`src/rtl/imm_enc.sv`:
```
// imm_enc - immediate encoder, the inverse of the pipeline's immediate
// generator. It scatters a 32-bit immediate into the RISC-V bit positions of
// the selected immediate type. All other bits of the base instruction pass
// through unchanged. Used in the branch-predictor / instruction-patch path.
//
// Pipeline: two stages with valid/ready handshaking.
//   S1 captures the request together with its encoded word and error flag.
//   S2 is the output register.
// Latency is 2 cycles. Throughput is 1 word/cycle. At most 2 requests are in
// flight.
//
// Ports:
//   i_clk, i_rst_n       clock, asynchronous active-low reset
//   i_valid / o_ready    request handshake
//   i_imm[31:0]          immediate, two's complement
//   i_imm_sel[4:0]       one-hot type select {U, UJ, B, S, I}
//   i_base[31:0]         base instruction word
//   o_valid / i_ready    output handshake
//   o_inst[31:0]         encoded instruction
//   o_err                illegal request flag, qualified by o_valid
//   i_clr                synchronous clear of both counters (beats increment)
//   o_enc_cnt[15:0]      completed output handshakes, saturating
//   o_err_cnt[15:0]      completed handshakes with o_err=1, saturating
//
// Build option: define IMM_ENC_RANGE_CHECK_EN to also flag immediates that do
// not fit the selected type. The output word is still the truncated encoding.
module imm_enc (
  input  logic        i_clk,
  input  logic        i_rst_n,
  input  logic        i_valid,
  output logic        o_ready,
  input  logic [31:0] i_imm,
  input  logic [4:0]  i_imm_sel,
  input  logic [31:0] i_base,
  output logic        o_valid,
  input  logic        i_ready,
  output logic [31:0] o_inst,
  output logic        o_err,
  input  logic        i_clr,
  output logic [15:0] o_enc_cnt,
  output logic [15:0] o_err_cnt
);

  typedef enum logic [4:0] {
    SEL_I  = 5'b00001,
    SEL_S  = 5'b00010,
    SEL_B  = 5'b00100,
    SEL_UJ = 5'b01000,
    SEL_U  = 5'b10000
  } imm_sel_e;

  logic        s1_valid;
  logic [31:0] s1_inst;
  logic        s1_err;

  logic        s2_adv;
  logic        s1_load;
  logic        out_hs;

  logic [31:0] enc_inst;
  logic        enc_err;
  logic        sel_bad;
  logic        range_bad;

  assign s2_adv  = !o_valid || i_ready;
  assign o_ready = !s1_valid || s2_adv;
  assign s1_load = o_ready;
  assign out_hs  = o_valid && i_ready;

  // One-hot check: zero, or more than one bit set, is illegal.
  assign sel_bad = (i_imm_sel == '0) || ((i_imm_sel & (i_imm_sel - 5'd1)) != '0);

  always_comb begin
    enc_inst = i_base;
    case (i_imm_sel)
      SEL_I: begin
        enc_inst[31:20] = i_imm[11:0];
      end
      SEL_S: begin
        enc_inst[31:25] = i_imm[11:5];
        enc_inst[11:7]  = i_imm[4:0];
      end
      SEL_B: begin
        enc_inst[31]    = i_imm[12];
        enc_inst[7]     = i_imm[11];
        enc_inst[30:25] = i_imm[10:5];
        enc_inst[11:8]  = i_imm[4:1];
      end
      SEL_UJ: begin
        enc_inst[31]    = i_imm[20];
        enc_inst[30:21] = i_imm[10:1];
        enc_inst[20]    = i_imm[11];
        enc_inst[19:12] = i_imm[19:12];
      end
      SEL_U: begin
        enc_inst[31:12] = i_imm[31:12];
      end
      default: begin
        enc_inst = i_base;
      end
    endcase
  end

`ifdef IMM_ENC_RANGE_CHECK_EN
  // The value fits a signed field when every bit above the field's sign bit
  // equals that sign bit. Branch and jump offsets must also be even.
  always_comb begin
    range_bad = 1'b0;
    case (i_imm_sel)
      SEL_I, SEL_S: range_bad = !((&i_imm[31:11]) || (~|i_imm[31:11]));
      SEL_B:        range_bad = !((&i_imm[31:12]) || (~|i_imm[31:12])) || i_imm[0];
      SEL_UJ:       range_bad = !((&i_imm[31:20]) || (~|i_imm[31:20])) || i_imm[0];
      SEL_U:        range_bad = (i_imm[11:0] != '0);
      default:      range_bad = 1'b0;
    endcase
  end
`else
  assign range_bad = 1'b0;
`endif

  assign enc_err = sel_bad || range_bad;

  // S1: request register. It holds while S2 is stuck under backpressure.
  always_ff @(posedge i_clk or negedge i_rst_n) begin
    if (!i_rst_n) begin
      s1_valid <= 1'b0;
      s1_inst  <= '0;
      s1_err   <= 1'b0;
    end else if (s1_load) begin
      s1_valid <= i_valid;
      if (i_valid) begin
        s1_inst <= enc_inst;
        s1_err  <= enc_err;
      end
    end
  end

  // S2: output register. It is stable while o_valid && !i_ready.
  always_ff @(posedge i_clk or negedge i_rst_n) begin
    if (!i_rst_n) begin
      o_valid <= 1'b0;
      o_inst  <= '0;
      o_err   <= 1'b0;
    end else if (s2_adv) begin
      o_valid <= s1_valid;
      if (s1_valid) begin
        o_inst <= s1_inst;
        o_err  <= s1_err;
      end
    end
  end

  // Statistics counters. They saturate at all-ones, and clear takes priority.
  always_ff @(posedge i_clk or negedge i_rst_n) begin
    if (!i_rst_n) begin
      o_enc_cnt <= '0;
      o_err_cnt <= '0;
    end else if (i_clr) begin
      o_enc_cnt <= '0;
      o_err_cnt <= '0;
    end else if (out_hs) begin
      if (o_enc_cnt != '1) o_enc_cnt <= o_enc_cnt + 16'd1;
      if (o_err && (o_err_cnt != '1)) o_err_cnt <= o_err_cnt + 16'd1;
    end
  end

endmodule

```
`config.mk`:
```
export PLATFORM = sky130hd
export DESIGN_NAME = imm_enc
export DESIGN_NICKNAME = d
export VERILOG_FILES = /design/src/rtl/imm_enc.sv
export SDC_FILE = /design/constraint.sdc
export NUM_CORES = 1
export LEC_CHECK = 0
export CORE_MARGIN = 5
export CORE_UTILIZATION = 43
export CTS_CLUSTER_SIZE = 20
export DETAILED_ROUTE_END_ITERATION = 8
export PLACE_DENSITY = 0.77
export RECOVER_POWER = 25
export SLEW_MARGIN = 20
export SYNTH_ARGS = -nofsm -noshare
export SYNTH_HDL_FRONTEND = slang
export SYNTH_SLANG_ARGS = --single-unit
```
`constraint.sdc`:
```
create_clock -name i_clk -period 1.8 [get_ports i_clk]
set_input_delay 0.54 -clock i_clk [delete_from_list [all_inputs] [get_ports i_clk]]
set_output_delay 0.54 -clock i_clk [all_outputs]
set_load 0.01 [all_outputs]
```
==> metrics.csv, run 1 <==
metric,value,unit
status,finished with violations,
failing checks,negative setup slack,
die area,13450,sq um
Post-DP Area,6827,sq um
metal3 WL,1012,microns
# nets final,756,
gr ovfl total,0,
Unique masters post-synth,49,
number of diodes,0,
Worst R2R Setup Slack,-0.11,ns
"Clk pin slew, worst setup/hold paths",0.07,ns
Fin Hold WS,0.2556,ns
Final setup viols,5,
number of CTS-inserted buffers,9,
post-layout minimum cycle time,1.908,ns
Root Driver,clkbuf_16,
first-pass GRT wire length,22630,microns
DRT met1 WL,5639,microns
DR WL met2,7281,microns
final-report hold violation count,0,
Net Sw Frac,0.2713,
CTS tree,built,
die height,116.0,microns
final worst setup slack,-0.1081,ns
Switch Pwr,1.667,mW
clk buf depth,2,
Synth Net Count,546,
Post-synth EDFFs,0,
drt via density,5.612,
pwr dens,824.2,nW/um^2
Top Layer Used,met4,
post-synthesis register bit count,100,
Gate power share,0.230,
cell with the most instances after synthesis,dfrtp_1,
Final Cell Area,7457,sq um
initial DRC count,287,
Internal,4.479,mW
All-Layer GR Usage,0.2098,
drt pass-1 iters,5,
fin. max-slew vios,0,
worst skew pair latency,0.34,ns
worst hold path type,primary input to asynchronous set/reset pin,
initial antenna violation count,0,
gpl congestion,0.9123,
Yosys warning count,0,
P&R area growth vs syn,54.36,%
required time worst endpoint,2.06,ns
Commonest cells post-synth,"dfrtp_1 (100), nand2_1 (52), mux2_2 (37)",
Util after Layout,0.6819,
filler cell count,831,
"top cells by area, synth","dfrtp_1 (52%), mux2_2 (8.6%), nand2_1 (4.0%)",
via count,4630,
Starting Density,0.4418,
Slew @ Worst Pin,0.7612,ns
synthesized area per cell,10.28,sq um
CTS Hold Bufs,0,
vias in the first global route,4591,
critical path capture point type,flip-flop,
RSZ-0062 raised after global routing,true,
VDD IR-drop max,0.0006541,V
post-route ant nets,0,
Routed WL,14150,microns
cell count after synthesis,470,
layout cell share with drive strength beyond 1,0.2628,
sequential fraction of the synthesis area,0.5180,
clock share of power,0.323,
CORE AREA,10940,sq um
async set or reset register ratio after synthesis,1.000,
fmax,524.1,MHz
die span in x,116.0,microns
WS Path Type,flip-flop to flip-flop,
Tcrit/Tclk final,1.060,
total of max-cap violations,0,
Yosys top cell area share,0.5180,
Pwr Total,6.146,mW
share of power burned in registers,0.447,
standard-cell row count,38,
number of I/O port buffers,140,
"Data arrival, critical path",2.17,ns
worst rel slew slack,0.4926,
CTS sink count,100,
CTS H-tree depth,3,
worst-case clock skew,0.006725,ns
worst slack at placement,-0.5972,ns
Detail Placement HPWL,10040,microns
leak pwr,3.614,nW
"area leader, netlist",dfrtp_1,
cell area after synthesis,4831,sq um
Ports,141,
CP max FO,8,
# DRC,0,
CP startpoint kind,flip-flop,
largest net degree at the start of global routing,45,
"Top FF cell, synth",dfrtp_1,
drt wl/cell,17.15,microns
Worst Reg2Reg Path Length in Cells,5,
-- through the flow --
stage | TNS [ns] | cells
2_1_floorplan | -0.1219 | 470
3_3_place_gp | -30.25 | 783
3_5_place_dp | -31.41 | 783
4_1_cts | -0.01439 | 817
5_1_grt | -1.030 | 825
6_report | -0.3810 | 825
-- what timing repair did --
action                                  4_1_cts  5_1_grt
buffers inserted                             18        6
gates cloned                                  0        2
endpoints found under the setup margin       82       65
pin swaps                                     2        7
gates resized for setup                      72       45
-- layout make-up --
class                           instances  area [sq um]  area share
Clock inverter                          6         71.32    0.009564
Sequential cell                       100          2519      0.3378
Multi-Input combinational cell        340          2355      0.3158
Inverter                                6         22.52    0.003020
Clock buffer                           10         239.0     0.03205
Timing Repair Buffer                  223          2076      0.2784
Tap cell                              140         175.2     0.02349
-- registers in the layout, indices dropped and copies added (netlist names) --
register   cells
o_inst        32
s1_inst       32
o_enc_cnt     16
o_err_cnt     16
o_err          1
o_valid        1
s1_err         1
s1_valid       1
-- path summary, 6_finish.rpt --
| check | from | end |
|---|---|---|
| min reg2reg | s1_err | s1_err |
| max | o_enc_cnt[1] | o_enc_cnt[13] |
| min | i_rst_n | o_err_cnt[12] |
| min in group i_clk | s1_err | s1_err |
| max in group asynchronous | i_rst_n | o_enc_cnt[7] |
| max reg2reg | o_enc_cnt[1] | o_enc_cnt[13] |
-- power groups by stage --
| stage | combinational, mW | sequential, mW | clock (mW) |
|---|---|---|---|
| 3_3_place_gp | 1.43 | 2.78 | 0 |
| 2_1_floorplan | 0.481 | 2.85 | 0 |
| 6_report | 1.41 | 2.74 | 1.99 |
| 5_1_grt | 1.54 | 2.78 | 2.14 |
| 3_5_place_dp | 1.47 | 2.79 | 0 |
| 4_1_cts | 1.43 | 2.75 | 2.02 |
-- logic make-up (layout without fill, tap and decap cells) --
| group | after synthesis | in the layout | synth area share |
|---|---|---|---|
| adders and majority gates | 2 | 2 | 0.005179 |
| DFF | 100 | 100 | 0.5180 |
| muxes | 49 | 49 | 0.1111 |
| and+or+nand+nor | 182 | 182 | 0.2010 |
| buffers and inverters | 30 | 245 | 0.02357 |
| AOI/OAI and AO/OA | 98 | 98 | 0.1248 |
| xor gates and xnor gates | 9 | 9 | 0.01632 |
-- cells in the final DEF (no fill, tap or decap), drive strengths merged, types with 21 or more instances in the layout --
cell,instances
o21ai,24
dfrtp,100
mux2,37
nand2,52
nand3,21
clkdlybuf4s50,68
dlygate4sd2,42
dlymetal6s2s,26
buf,84
nor2,25
a21oi,29
-- routing by layer --
metal | GRT usage | vias up
li1 | - | 2167
met1 | 0.2722 | 2221
met2 | 0.3583 | 219
met5 | 0 | -
met4 | 0.05414 | 0
met3 | 0.04491 | 23
-- worst max-delay path, stage by stage (launching register included) --
cell	delay, ns
dfrtp_1	0.40
buf_4	0.14
nand3_1	0.10
or4_4	0.60
or4_1	0.45
a21oi_2	0.15
No activity file was read; power rests on OpenSTA's default activity.
==> inputs of run 2 (changes only) <==
Settings changed: TNS_END_PERCENT set to 20.
==> run 2 against run 1 <==
  * The run still ends with negative setup slack left
  * Worst hold slack got worse by 0.0069 ns
  * Power down 3.2%
  * Register-to-register slack about the same
  * Highest routed layer unchanged
==> metrics.csv, run 2 (same netlist as run 1, synthesis figures left out) <==
metric,value,unit,change
layout cell share with drive strength beyond 1,0.2436,,-0.01913
CTS Hold Bufs,0,,unchanged
worst-path cell chain,buf_4 > nand3_2 > or4_4 > or4_1 > a21oi_2,,
Ports,141,,unchanged
drt pass-1 iters,5,,unchanged
post-layout minimum cycle time,1.896,ns,-0.01229 ns
initial DRC count,190,,-34%
die height,116.0,microns,unchanged
worst-case clock skew,0.007124,ns,+0.0003992 ns
clock share of power,0.309,,-0.014
VDD IR-drop max,0.0004546,V,-30%
Worst R2R Setup Slack,-0.1,ns,about the same
number of I/O port buffers,140,,unchanged
filler cell count,820,,-1.3%
# DRC,0,,unchanged
crit path launch,o_enc_cnt[1],,
leak pwr,3.417,nW,-5.4%
P&R area growth vs syn,50.76,%,
# nets final,740,,-2.1%
standard-cell row count,38,,unchanged
worst hold path type,primary input to asynchronous set/reset pin,,
Util after Layout,0.6660,,-0.01590
die span in x,116.0,microns,unchanged
total of max-cap violations,0,,unchanged
die area,13450,sq um,unchanged
Root Driver,clkbuf_16,,
Slew @ Worst Pin,0.7727,ns,+0.01149 ns
number of CTS-inserted buffers,9,,unchanged
FF-to-FF End,o_enc_cnt[11],,
"Data arrival, critical path",2.17,ns,about the same
post-route ant nets,0,,unchanged
met3 usage,0.04021,,-0.004700
vias in the first global route,4512,,-1.7%
Tcrit/Tclk final,1.053,,-0.006827
fmax,527.5,MHz,+0.65%
worst rel slew slack,0.4849,,-0.007660
Detail Placement HPWL,9981,microns,-0.62%
Starting Density,0.4418,,unchanged
Gate power share,0.230,,about the same
final worst setup slack,-0.09581,ns,+0.01229 ns
largest net degree at the start of global routing,40,,-11%
Final setup viols,6,,+1
CTS sink count,100,,unchanged
Routed WL,13530,microns,-4.4%
"Clk pin slew, worst setup/hold paths",0.07,ns,about the same
Final Cell Area,7283,sq um,-2.3%
CTS H-tree depth,3,,unchanged
gr ovfl total,0,,unchanged
fin. max-slew vios,0,,unchanged
largest registers,"o_inst (32), s1_inst (32)",,
share of power burned in registers,0.461,,+0.014
via count,4478,,-3.3%
status,finished with violations,,
Net Sw Frac,0.2794,,+0.008186
Switch Pwr,1.663,mW,-0.27%
required time worst endpoint,2.07,ns,about the same
CTS tree,built,,
drt wl/cell,16.72,microns,-2.5%
RSZ-0062 raised after global routing,true,,
CORE AREA,10940,sq um,unchanged
CP startpoint kind,flip-flop,,
CP max FO,7,,-1
pwr dens,816.9,nW/um^2,-0.88%
initial antenna violation count,0,,unchanged
gpl congestion,0.9215,,+1.0%
met1 Usage GRT,0.2539,,-0.01830
WS Path Type,flip-flop to flip-flop,,
"delay-heaviest family, CP",simple AND/OR/NAND/NOR gates,,
most frequent cells in the layout,"dfrtp_1 (88), clkdlybuf4s50_1 (69), buf_4 (58), nand2_1 (52), dlygate4sd2_1 (50)",,
Worst R2R Start,o_enc_cnt[1],,
Internal,4.287,mW,-4.3%
failing checks,negative setup slack,,
M2 GR Usage,0.3425,,-0.01573
clk buf depth,2,,unchanged
All-Layer GR Usage,0.2014,,-0.008374
drt via density,5.535,,-1.4%
GRT busiest layer,met2,,
CP peak stage delay,0.57,ns,-0.03 ns
"commonest non-fill, non-tap cell in the layout",dfrtp_1,,
worst skew pair latency,0.35,ns,about the same
final-report hold violation count,0,,unchanged
critical path capture point type,flip-flop,,
CP max stage cell,or4_4,,
number of diodes,0,,unchanged
first-pass GRT wire length,21740,microns,-3.9%
Worst Reg2Reg Path Length in Cells,5,,unchanged
Worst Path Buf+Inv,1,,unchanged
Post-DP Area,6820,sq um,about the same
[run 2: per-layer routing]
metal  vias up  part of all wire  wire (microns)
met3        19             0.065             881
li1       2126                 -               -
met5         -                 0               0
met1      2167              0.40            5473
met2       166              0.51            6959
met4         0             0.016             213
[run 2: how the worst max path moves through the flow]
stage	slack (ns)	endpoint	depth (start not counted)
4_1_cts	-0.08	o_enc_cnt[13]	1
5_1_grt	-0.10	o_enc_cnt[15]	7
2_1_floorplan	-0.04	o_enc_cnt[13]	5
3_3_place_gp	-0.61	o_ready	3
3_5_place_dp	-0.63	o_enc_cnt[11]	5
6_report	-0.1	o_enc_cnt[11]	5
[run 2: power groups by stage]
stage / sequential, mW / clock (mW) / combinational, mW
final: 2.74 / 1.84 / 1.37
after global routing: 2.78 / 1.99 / 1.49
after CTS: 2.75 / 1.88 / 1.38
after detailed placement: 2.79 / 0 / 1.46
after global placement: 2.78 / 0 / 1.42
after floorplan: 2.85 / 0 / 0.481
[run 2: cell type report]
class	instances	area, sq um	share of cell area
clock buffers	9	225.2	0.03092
flip-flops and latches	100	2517	0.3456
clock inverters	7	60.06	0.008246
well taps	140	175.2	0.02405
repair buffers	207	1929	0.2649
inverters	6	22.52	0.003092
multi-input cells	340	2354	0.3231
[run 2: worst register-to-register path, stage by stage, from the launching register on]
cell and delay, ns:
dfrtp_1 0.43, buf_4 0.14, nand3_2 0.10, or4_4 0.57
or4_1 0.45, a21oi_2 0.13
[run 2: through the flow]
step	setup slack [ns]	TNS, ns	total power, mW	cells	hold WS, ns
after floorplan	-0.03502	-0.1489	3.334	470	0.2444
after global placement	-0.6145	-31.48	4.200	783	0.4538
after detailed placement	-0.6265	-35.06	4.249	783	0.4642
after CTS	-0.07810	-0.1702	6.009	802	0.1295
after global routing	-0.1014	-1.100	6.267	809	0.2914
final	-0.09581	-0.2846	5.950	809	0.2487
[run 2: timing repair]
item / 4_1_cts / 5_1_grt
buffers inserted: 3 / 6
pin swaps: 1 / 9
gates cloned: 0 / 1
setup endpoints to repair: 85 / 51
resized for setup: 72 / 47
==> inputs of run 3 (changes only) <==
Settings changed: MAX_ROUTING_LAYER set to met4.
==> run 3 against run 2 <==
  * The run still ends with negative setup slack left
  * Sequential share of layout area is 0.25 points lower
  * Combinational power about the same
  * Wire length is 0.81% lower
  * Setup slack improved by 0.045 ns
  * Maximum frequency rose by 2.4%
  * Cell count grew 0.37%
  * Sequential power about the same
  * Clock skew down 0.0012 ns
  * Design area is 0.74% higher
  * First-iteration DRC count up 33%
  * Non-clock buffer count grew 3
  * Critical endpoint is now o_enc_cnt[13]
  * Largest cell class unchanged
  * Largest power group unchanged
==> metrics.csv, run 3 (same netlist as run 1, synthesis figures left out) <==
metric,value,unit,change
Fin Setup TNS,-0.1317,ns,+0.1529 ns
filler cell count,844,,+2.9%
fin. max-slew vios,0,,unchanged
drt via density,5.518,,-0.30%
VDD IR-drop max,0.0004662,V,+2.5%
crit path launch,o_enc_cnt[0],,
CTS H-tree depth,3,,unchanged
worst skew pair latency,0.34,ns,about the same
Sequential Area,2517,sq um,unchanged
Worst Reg2Reg Path Length in Cells,5,,unchanged
final-report hold violation count,0,,unchanged
Routed WL,13420,microns,-0.81%
Detail Placement HPWL,10070,microns,+0.86%
P&R area growth vs syn,51.88,%,
gpl congestion,0.9398,,+2.0%
area of the multi-input gates,2351,sq um,-0.11%
clk buf depth,2,,unchanged
largest net degree at the start of global routing,40,,unchanged
Slew @ Worst Pin,0.7793,ns,+0.006605 ns
required time worst endpoint,2.06,ns,about the same
# nets final,743,,+0.41%
number of diodes,0,,unchanged
post-route ant nets,0,,unchanged
Starting Density,0.4418,,unchanged
drt wl/cell,16.52,microns,-1.2%
All-Layer GR Usage,0.2070,,+0.005585
CORE AREA,10940,sq um,unchanged
number of I/O port buffers,140,,unchanged
failing checks,negative setup slack,,
standard-cell row count,38,,unchanged
worst-case clock skew,0.005938,ns,-0.001187 ns
CP max stage cell,or4_4,,
FF-to-FF End,o_enc_cnt[13],,
status,finished with violations,,
worst-path cell chain,buf_4 > nand3_2 > or4_4 > or4_1 > a21oi_1,,
initial antenna violation count,0,,unchanged
die area,13450,sq um,unchanged
initial DRC count,252,,+33%
drt pass-1 iters,7,,+2
worst hold path type,primary input to asynchronous set/reset pin,,
CTS tree,built,,
layout cell share with drive strength beyond 1,0.2470,,+0.003377
Critical Path Sink,o_enc_cnt[13],,
CP peak stage delay,0.57,ns,about the same
first-pass GRT wire length,21680,microns,-0.26%
total of max-cap violations,0,,unchanged
CP max FO,7,,unchanged
vias in the first global route,4567,,+1.2%
Worst Path Buf+Inv,1,,unchanged
Inst Count DP,789,,+0.77%
Final setup viols,4,,-2
Worst R2R Setup Slack,-0.05,ns,+0.04 ns
"commonest non-fill, non-tap cell in the layout",dfrtp_1,,
most frequent cells in the layout,"dfrtp_1 (88), clkdlybuf4s50_1 (69), buf_4 (59), nand2_1 (51), dlygate4sd2_1 (50)",,
pwr dens,825.2,nW/um^2,+1.0%
via count,4481,,+0.067%
CTS Hold Bufs,0,,unchanged
gr ovfl total,0,,unchanged
worst rel slew slack,0.4805,,-0.004403
Ports,141,,unchanged
leak pwr,3.427,nW,+0.30%
Tcrit/Tclk final,1.028,,-0.02491
# DRC,0,,unchanged
critical path capture point type,flip-flop,,
CTS sink count,100,,unchanged
fmax,540.3,MHz,+2.4%
RSZ-0062 raised after global routing,true,,
die span in x,116.0,microns,unchanged
Levels on crit path,5,,unchanged
"delay-heaviest family, CP",simple AND/OR/NAND/NOR gates,,
final worst setup slack,-0.05098,ns,+0.04483 ns
Layout Cells excl Fill,812,,+0.37%
Worst R2R Start,o_enc_cnt[0],,
post-layout minimum cycle time,1.851,ns,-0.04483 ns
WS Path Type,flip-flop to flip-flop,,
Util after Layout,0.6709,,+0.004920
largest registers,"o_inst (32), s1_inst (32)",,
die height,116.0,microns,unchanged
"Data arrival, critical path",2.11,ns,-0.06 ns
Root Driver,clkbuf_16,,
CP startpoint kind,flip-flop,,
number of CTS-inserted buffers,9,,unchanged
"Clk pin slew, worst setup/hold paths",0.07,ns,about the same
run 3: cell count changes in the layout (fill, tap and decap cells not counted), moves of 2 or more:
cell,before,now
a21oi_1,26,28
a22oi_2,0,3
a21oi_2,3,1
nor3_2,0,2
a22oi_1,6,3
nor3_1,13,11
nor4_4,2,0
clkinv_4,3,1
run 3: through the flow:
step	cell area (sq um)	power [mW]	worst slack, ns	hold slack (ns)
3_3_place_gp	6865	4.202	-0.6154	0.4540
5_1_grt	7337	6.368	-0.1091	0.3239
6_report	7337	6.055	-0.05098	0.2638
3_5_place_dp	6865	4.258	-0.6218	0.4639
4_1_cts	7167	6.123	-0.07827	0.1325
2_1_floorplan	4842	3.334	-0.03502	0.2444
run 3: cell type report:
class | instances | area share
clock buffers | 9 | 0.03070
clock inverters | 7 | 0.01006
inverters | 6 | 0.003070
multi-input cells | 340 | 0.3204
flip-flops and latches | 100 | 0.3431
well taps | 140 | 0.02387
repair buffers | 210 | 0.2688
run 3: worst min path at each step:
stage                          to  slack (ns)  startpoint
floorplan            o_enc_cnt[0]        0.24     i_rst_n
detailed placement     s1_inst[2]        0.46  s1_inst[2]
global placement       s1_inst[3]        0.45  s1_inst[3]
global route        o_err_cnt[12]        0.32     i_rst_n
finish              o_err_cnt[12]        0.26     i_rst_n
CTS                 o_err_cnt[12]        0.13     i_rst_n
run 3: power by group:
group	leakage, nW	total, mW	internal (mW)	switching, mW
Clock	0.146	1.93	1.08	0.850
Combinational	2.05	1.37	0.768	0.606
Sequential	1.23	2.75	2.56	0.181
run 3: layer usage:
metal	vias to the layer above	track usage	wire, microns
met5	-	-	0
met1	2174	0.2574	5632
met4	0	0.07347	172
met3	16	0.03499	824
li1	2125	-	-
met2	166	0.3418	6788
run 3: worst register-to-register path, stage by stage, from the launching register on:
cell and delay, ns:
dfrtp_1 0.39, buf_4 0.14, nand3_2 0.10, or4_4 0.57
or4_1 0.42, a21oi_1 0.15
run 3: repair_timing:
| action | 4_1_cts | 5_1_grt |
|---|---|---|
| gates cloned | 0 | 1 |
| endpoints found under the setup margin | 74 | 57 |
| resized for setup | 73 | 44 |
| buffers inserted | 2 | 4 |
| pin swaps | 0 | 6 |
